**config.mk**
```make
export PLATFORM = sky130hd
export DESIGN_NAME = tilexy_wb_inject
export DESIGN_NICKNAME = d
export VERILOG_FILES = /design/src/rtl/tilexy_wb_inject.sv
export SDC_FILE = /design/constraint.sdc
export NUM_CORES = 2
export LEC_CHECK = 0
export ABC_AREA = 0
export CAP_MARGIN = 0
export CORE_MARGIN = 1.5
export CORE_UTILIZATION = 30
export CTS_BUF_LIST = sky130_fd_sc_hd__clkbuf_4
export CTS_CLUSTER_DIAMETER = 60
export CTS_CLUSTER_SIZE = 20
export DETAILED_ROUTE_END_ITERATION = 10
export PLACE_DENSITY = 0.56
export SETUP_SLACK_MARGIN = 0.15
export SLEW_MARGIN = 20
export SYNTH_ARGS = -nofsm -noshare
export SYNTH_HDL_FRONTEND = slang
export SYNTH_SLANG_ARGS = --single-unit
```
**constraint.sdc**
```tcl
create_clock -name clk -period 19.9 [get_ports clk]
set_input_delay 4.975 -clock clk [delete_from_list [all_inputs] [get_ports clk]]
set_output_delay 4.975 -clock clk [all_outputs]
set_load 0.005 [all_outputs]
```
**src/rtl/tilexy_wb_inject.sv**
```systemverilog
// Writeback injector: buffers L2 cache-line writebacks and feeds them one per cycle
// into the mesh write FIFO, with a stall watchdog. Optional tail merge under `WB_MERGE_EN.
module tilexy_wb_inject #(
    parameter int DEPTH       = 4,
    parameter int STALL_LIMIT = 200
) (
    input  logic         clk,
    input  logic         rst,
    input  logic         wb_valid,
    output logic         wb_ready,
    input  logic [527:0] wb_data,
    input  logic [36:0]  wb_addr,
    input  logic [11:0]  wb_size,
    output logic         in_en,
    output logic [527:0] in_datum,
    output logic [36:0]  in_addr,
    output logic [11:0]  insize,
    input  logic         wrt_stall,
    output logic [4:0]   occupancy,
    output logic [7:0]   stall_cnt,
    output logic         hang
);

    localparam int DATA_W = 528;
    localparam int ADDR_W = 37;
    localparam int SIZE_W = 12;
    localparam int PW     = (DEPTH > 1) ? $clog2(DEPTH) : 1;
    localparam int CW     = $clog2(DEPTH + 1);
    localparam logic [CW-1:0] FULL_CNT  = CW'(DEPTH);
    localparam logic [7:0]    LIMIT_CNT = 8'(STALL_LIMIT);

    function automatic logic [7:0] sat_inc(input logic [7:0] v);
        return (v == 8'hFF) ? v : v + 8'd1;
    endfunction

    logic [DATA_W-1:0] q_data [DEPTH];
    logic [ADDR_W-1:0] q_addr [DEPTH];
    logic [SIZE_W-1:0] q_size [DEPTH];
    logic [PW-1:0]     wptr, rptr;
    logic [CW-1:0]     count;

    logic              vld_p0;
    logic [DATA_W-1:0] data_p0;
    logic [ADDR_W-1:0] addr_p0;
    logic [SIZE_W-1:0] size_p0;

    logic xfer, load, q_empty, pop, hit, accept, bypass, push;

    assign q_empty = (count == '0);
    assign xfer    = vld_p0 & ~wrt_stall;
    assign load    = ~vld_p0 | xfer;
    assign pop     = load & ~q_empty;

`ifdef WB_MERGE_EN
    logic [PW-1:0] tail_ptr;
    assign tail_ptr = wptr - PW'(1);
    // A tail that is also the head being popped has left the queue; don't merge into it.
    assign hit = wb_valid & ~q_empty
               & (wb_addr == q_addr[tail_ptr])
               & (wb_size[11:10] == q_size[tail_ptr][11:10])
               & ~(pop & (count == CW'(1)));
`else
    assign hit = 1'b0;
`endif

    assign wb_ready = (count < FULL_CNT) | hit;
    assign accept   = wb_valid & wb_ready;
    assign bypass   = accept & load & q_empty;
    assign push     = accept & ~bypass & ~hit;

    assign in_en     = xfer;
    assign in_datum  = data_p0;
    assign in_addr   = addr_p0;
    assign insize    = size_p0;
    assign occupancy = 5'(count) + 5'(vld_p0);

    // Queue storage
    always_ff @(posedge clk) begin
        if (push) begin
            q_data[wptr] <= wb_data;
            q_addr[wptr] <= wb_addr;
            q_size[wptr] <= wb_size;
        end
`ifdef WB_MERGE_EN
        if (hit) begin
            q_data[tail_ptr] <= wb_data;
            q_size[tail_ptr] <= {q_size[tail_ptr][11:10], q_size[tail_ptr][9:0] | wb_size[9:0]};
        end
`endif
    end

    // Queue control and output register (stage p0)
    always_ff @(posedge clk or negedge rst) begin
        if (!rst) begin
            wptr      <= '0;
            rptr      <= '0;
            count     <= '0;
            vld_p0    <= 1'b0;
            data_p0   <= '0;
            addr_p0   <= '0;
            size_p0   <= '0;
            stall_cnt <= '0;
            hang      <= 1'b0;
        end else begin
            if (push) wptr <= wptr + PW'(1);
            if (pop)  rptr <= rptr + PW'(1);
            case ({push, pop})
                2'b10:   count <= count + CW'(1);
                2'b01:   count <= count - CW'(1);
                default: count <= count;
            endcase

            if (load) begin
                if (!q_empty) begin
                    vld_p0  <= 1'b1;
                    data_p0 <= q_data[rptr];
                    addr_p0 <= q_addr[rptr];
                    size_p0 <= q_size[rptr];
                end else if (bypass) begin
                    vld_p0  <= 1'b1;
                    data_p0 <= wb_data;
                    addr_p0 <= wb_addr;
                    size_p0 <= wb_size;
                end else begin
                    vld_p0  <= 1'b0;
                end
            end

            if (xfer) begin
                stall_cnt <= '0;
            end else if (vld_p0) begin
                stall_cnt <= sat_inc(stall_cnt);
                if (sat_inc(stall_cnt) == LIMIT_CNT) hang <= 1'b1;
            end
        end
    end

endmodule

```
# After elaboration in Yosys (flattened, before gate mapping)

Memory sizes are Yosys's and may differ from the RTL's.
Index checks and enable logic that the tools add are counted.
Widths: inputs -> output; s select.

Bits of input ports: 581
Flip-flop bits (word level): 594
Memory bits (writable): 2308
Memories: 3
Latch bits: 0
Bits in read-only memories: 0
Word-level logic and storage cells: 55
Output and inout bits: 593

Memory list:

| memory | depth | width | rd ports | clocked after memory_dff | wr ports | RTL line | source |
|---|---|---|---|---|---|---|---|
| q_data | 4     | 528   | 1        | 0                        | 1        | 36       | `logic [DATA_W-1:0] q_data [DEPTH];` |
| q_addr | 4     | 37    | 1        | 0                        | 1        | 37       | `logic [ADDR_W-1:0] q_addr [DEPTH];` |
| q_size | 4     | 12    | 1        | 0                        | 1        | 38       | `logic [SIZE_W-1:0] q_size [DEPTH];` |

Shifts and indexed selects: 0
Div/mod/pow operators: 0
$mul: 0
Muxes and demuxes: 14
$lt $le $gt $ge: 1
Reductions and logical operators: 5
$add $sub $neg: 6
Equal/unequal tests: 5
Bitwise operators: 12

Operators by type and width:

| operator            | count |
|---|---|
| $mux 528            | 2 |
| $mux 37             | 2 |
| $mux 12             | 2 |
| $mux 8              | 3 |
| $eq 8x8->1 const B  | 2 |
| $add 8x1->8 const B | 1 |
| $and 1x1->1         | 6 |
| $pmux 3 s2          | 1 |
| $not 1->1           | 5 |
| $add 2x1->2 const B | 2 |
| $add 3x1->4         | 1 |
| $mux 1              | 4 |
| $reduce_bool 2->1   | 2 |
| $add 3x1->3 const B | 1 |
| $logic_not 3->1     | 1 |
| $lt 3x3->1 const B  | 1 |
| $reduce_and 3->1    | 1 |
| $sub 3x1->3 const B | 1 |
| $eq 2x1->1 const B  | 1 |
| $eq 2x2->1 const B  | 1 |
| $ne 2x1->1 const B  | 1 |
| $reduce_and 2->1    | 1 |
| $or 1x1->1          | 1 |

# Longest topological paths before layout

Depth in word-level cells: 9
Mapped depth: 10
Gate-level depth less buffers: 9

# Least setup slack after synthesis

Ideal clock, no wire load.

Path type: in2reg
Start point: input port wrt_stall
End point: memory q_addr[0][0] (enable)
Path buffers: 1
Data arrival time: 18879 ps
Library setup time: 1018 ps
Data required time: 18882 ps
Setup slack: 3 ps
Stages: 4
Cells stage by stage: buf_2 -> nand2_1 -> a311oi_1 -> and2_1

Word-level cells in the longest chain between the ends: 9

Ends and longest elaborated chain:

| what                         | RTL line | source |
|---|---|---|
| start: declaration           | 18       | `input logic wrt_stall,` |
| $not 1->1                    | 50       | `assign xfer = vld_p0 & ~wrt_stall;` |
| $and 1x1->1                  | 50       |  |
| $or 1x1->1                   | 51       | `assign load = ~vld_p0 \| xfer;` |
| $and 1x1->1 (2 in a row)     | 68       | `assign bypass = accept & load & q_empty;` |
| $not 1->1                    | 69       | `assign push = accept & ~bypass & ~hit;` |
| $and 1x1->1                  | 69       |  |
| $mux 1                       | 79       | `if (push) begin` |
| $mux 1 (not written as such) | 81       | `q_addr[wptr] <= wb_addr;` |
| end: declaration             | 37       |  |

No other way between the ends.

# Worst setup path in the final report

Start point: input port wrt_stall
End point: output port in_en

Word-level cells in the longest chain between the ends: 2

Ends and longest elaborated chain:

| what             | RTL line | source |
|---|---|---|
| $not 1->1        | 50       |  |
| $and 1x1->1      | 50       |  |
| end: declaration | 14       | `output logic in_en,` |

No other way between the ends.

==> results.yml <==
run_status:
  status: "finished clean"
floorplanning:
  die-height_um: 610
  dieArea_um2: 372000
  start_util: 0.302
  coreArea_um2: 366000
  num_rows: 222
  die_x_um: 610
  io_pins: 1174
worst_hold_path:
  worstHoldPathCells: 2
  hp-class: "reg2reg"
setup_path:
  rr_endpoint: "in_datum[248]"
  r2r_cells: 8
  crit_path_max_fanout: 10
  r2r_setup_slack_ps: 14000
  worst_ep_required_time_ps: 14930
  critPathKind: "in2out"
  startpoint: "wrt_stall"
  endpoint: "in_en"
  arrival_ps: 6600
  worstSetupEndpointType: "output pin"
  startpoint_type: "primary input"
  worstReg2RegStart: "rptr[0]"
placed_design:
  dpl-instance-area_um2: 127000
  place_congestion: 0.792
  io_buffers: 1172
  hpwlAfterDp_um: 187000
synth:
  synthFlopType: "edfxtp_1"
  synthCells: 5631
  post-synth-top-count-cell: "edfxtp_1"
  avgSynthCellArea_um2: 19.6
  async_flop_share: 0.205
  synth_edf_count: 2308
  synth_area_um2: 110000
  ys_ff_latch: 2902
  ys_seq_area_frac: 0.763
  synth.area.top_cells: "edfxtp_1, dfrtp_1, mux4_2"
  synth_top_area_share: 0.628
  yosysWarnings: 0
  yosysTopAreaCell: "edfxtp_1"
  synthTopCellsByCount: "edfxtp_1, dfrtp_1, nand2_1, mux2i_1, mux4_2"
  synth_cell_types: 48
  syn_nets: 6221
clock_tree:
  hold_buffers: 0
  clk_latency_ps: 1500
  numCtsBuffers: 237
  cts_setup_buffers: 0
  cts_tree: "built"
  clkSinkCount: 2902
  ctsResizeCount: 0
  clk_pin_slew_ps: 150
  htreeDepth: 4
  clockBufferDepth: 4
  cts-root-buf: "clkbuf_4"
finish:
  design_area_um2: 132000
  ff_latch_area_um2: 84200
  nets: 7405
  multi_input_area_um2: 24500
  nFillCells: 34040
  drive_gt1_frac: 0.160
  area_growth_pct: 19.4
global_routing:
  grt_max_degree: 140
  grt_pass1_vias: 58406
  antenna_found_initial: 126
  grt_pass1_wl_um: 421000
  grt-ovfl-total: 0
  grt_util_all_layers: 0.153
route:
  drt_pass1_iterations: 5
  antenna_left: 0
  drt_wl_total_um: 293000
  drc: 0
  via_per_inst: 4.76
  wl_per_cell_um: 24.6
  drt-initial-drc-count: 4307
  vias: 56636
sta:
  fin_crit_ps: 11570
  setup_viol: 0
  worst_clock_skew_ps: 173
  finalHoldViolations: 0
  rsz0062_at_grt: "false"
  max_freq_mhz: 86.4
  drv_slew: 0
  setup_tns_ps: 0
  slew_headroom: 0.228
  period_share: 0.582
  worstMarginPinSlew_ps: 1160
pwr:
  leakage_nw: 46.6
  ir_worst_vdd_mv: 0.0780
  power_density_nw_per_um2: 134
flow_run:
  cap_violations: 0
## cells in the final DEF, fill, tap and decap left out, types with 80 or more instances in the layout
cell type | netlist | routed
edfxtp_1 | 2308 | 2308
clkdlybuf4s50_1 | 0 | 1171
dfrtp_1 | 594 | 592
nand2_1 | 584 | 584
mux4_2 | 577 | 577
mux2i_1 | 579 | 576
o21ai_0 | 311 | 311
o21ai_1 | 271 | 270
clkbuf_4 | 0 | 266
buf_4 | 82 | 80
## through the flow
stage	power (mW)	util	hold slack (ps)	setup slack [ps]	instances
finish	17.7	0.360	496	8330	11904
global route	18.6	0.360	517	8250	11882
CTS	18.0	0.360	504	8300	11840
detailed placement	14.7	0.348	469	8300	11392
global placement	14.7	0.348	460	8360	11392
floorplan	12.0	-	460	6420	5631
## cell type report
| cell class | instances | area share |
|---|---|---|
| Tap cell | 4816 | 0.0457 |
| Sequential cell | 2902 | 0.639 |
| Multi-Input combinational cell | 2392 | 0.186 |
| Clock buffer | 266 | 0.0152 |
| Antenna cell | 64 | 0.00122 |
| Clock inverter | 182 | 0.0169 |
| Timing Repair Buffer | 1270 | 0.0963 |
| Inverter | 12 | 0.000342 |
## layer usage
metal | vias to the layer above | wire length [um] | global-route usage | share of wire
met5 | - | 402 | 0 | 0.0014
met4 | 66 | 9920 | 0.0559 | 0.034
met3 | 539 | 17300 | 0.0375 | 0.059
met2 | 1432 | 148000 | 0.262 | 0.51
met1 | 29837 | 117000 | 0.187 | 0.40
li1 | 24762 | - | - | -
## report_power, final
part	total, mW	internal, mW	switching, mW	leakage (nW)
Sequential	8.44	7.83	0.612	28.2
Clock	3.25	1.01	2.24	2.25
Combinational	5.98	2.99	2.99	16.2
## registers in the layout, summed over array words and instances (netlist names)
register and flops:
in_datum 528, stall_cnt 8, q_size 48, wptr 2, q_addr 148, vld_p0 1, count 3, q_data 2112
hang 1, in_addr 37, insize 12, rptr 2
## cells by family after synthesis
group | after synthesis | synth area share
simple gates | 612 | 0.0213
flops | 2902 | 0.763
buf+inv | 337 | 0.0161
xor+xnor | 7 | 0.000555
compound gates | 606 | 0.0279
other cells | 1 | 0.0000340
fa+ha+maj | 9 | 0.00109
mux | 1157 | 0.170
## worst min-delay path by stage
stage                             start            end  slack (ps)
final                     in_datum[374]  in_datum[374]         500
after CTS                 in_datum[293]  in_datum[293]         500
after detailed placement  in_datum[298]  in_datum[298]         470
after global placement    in_datum[285]  in_datum[285]         460
after floorplan                    hang           hang         460
after global routing      in_datum[374]  in_datum[374]         520
## critical path, stage by stage
cell and delay, ps:
clkdlybuf4s50_1 630, nor2_1 370, clkdlybuf4s50_1 620
(Power assumes the default switching activity.)
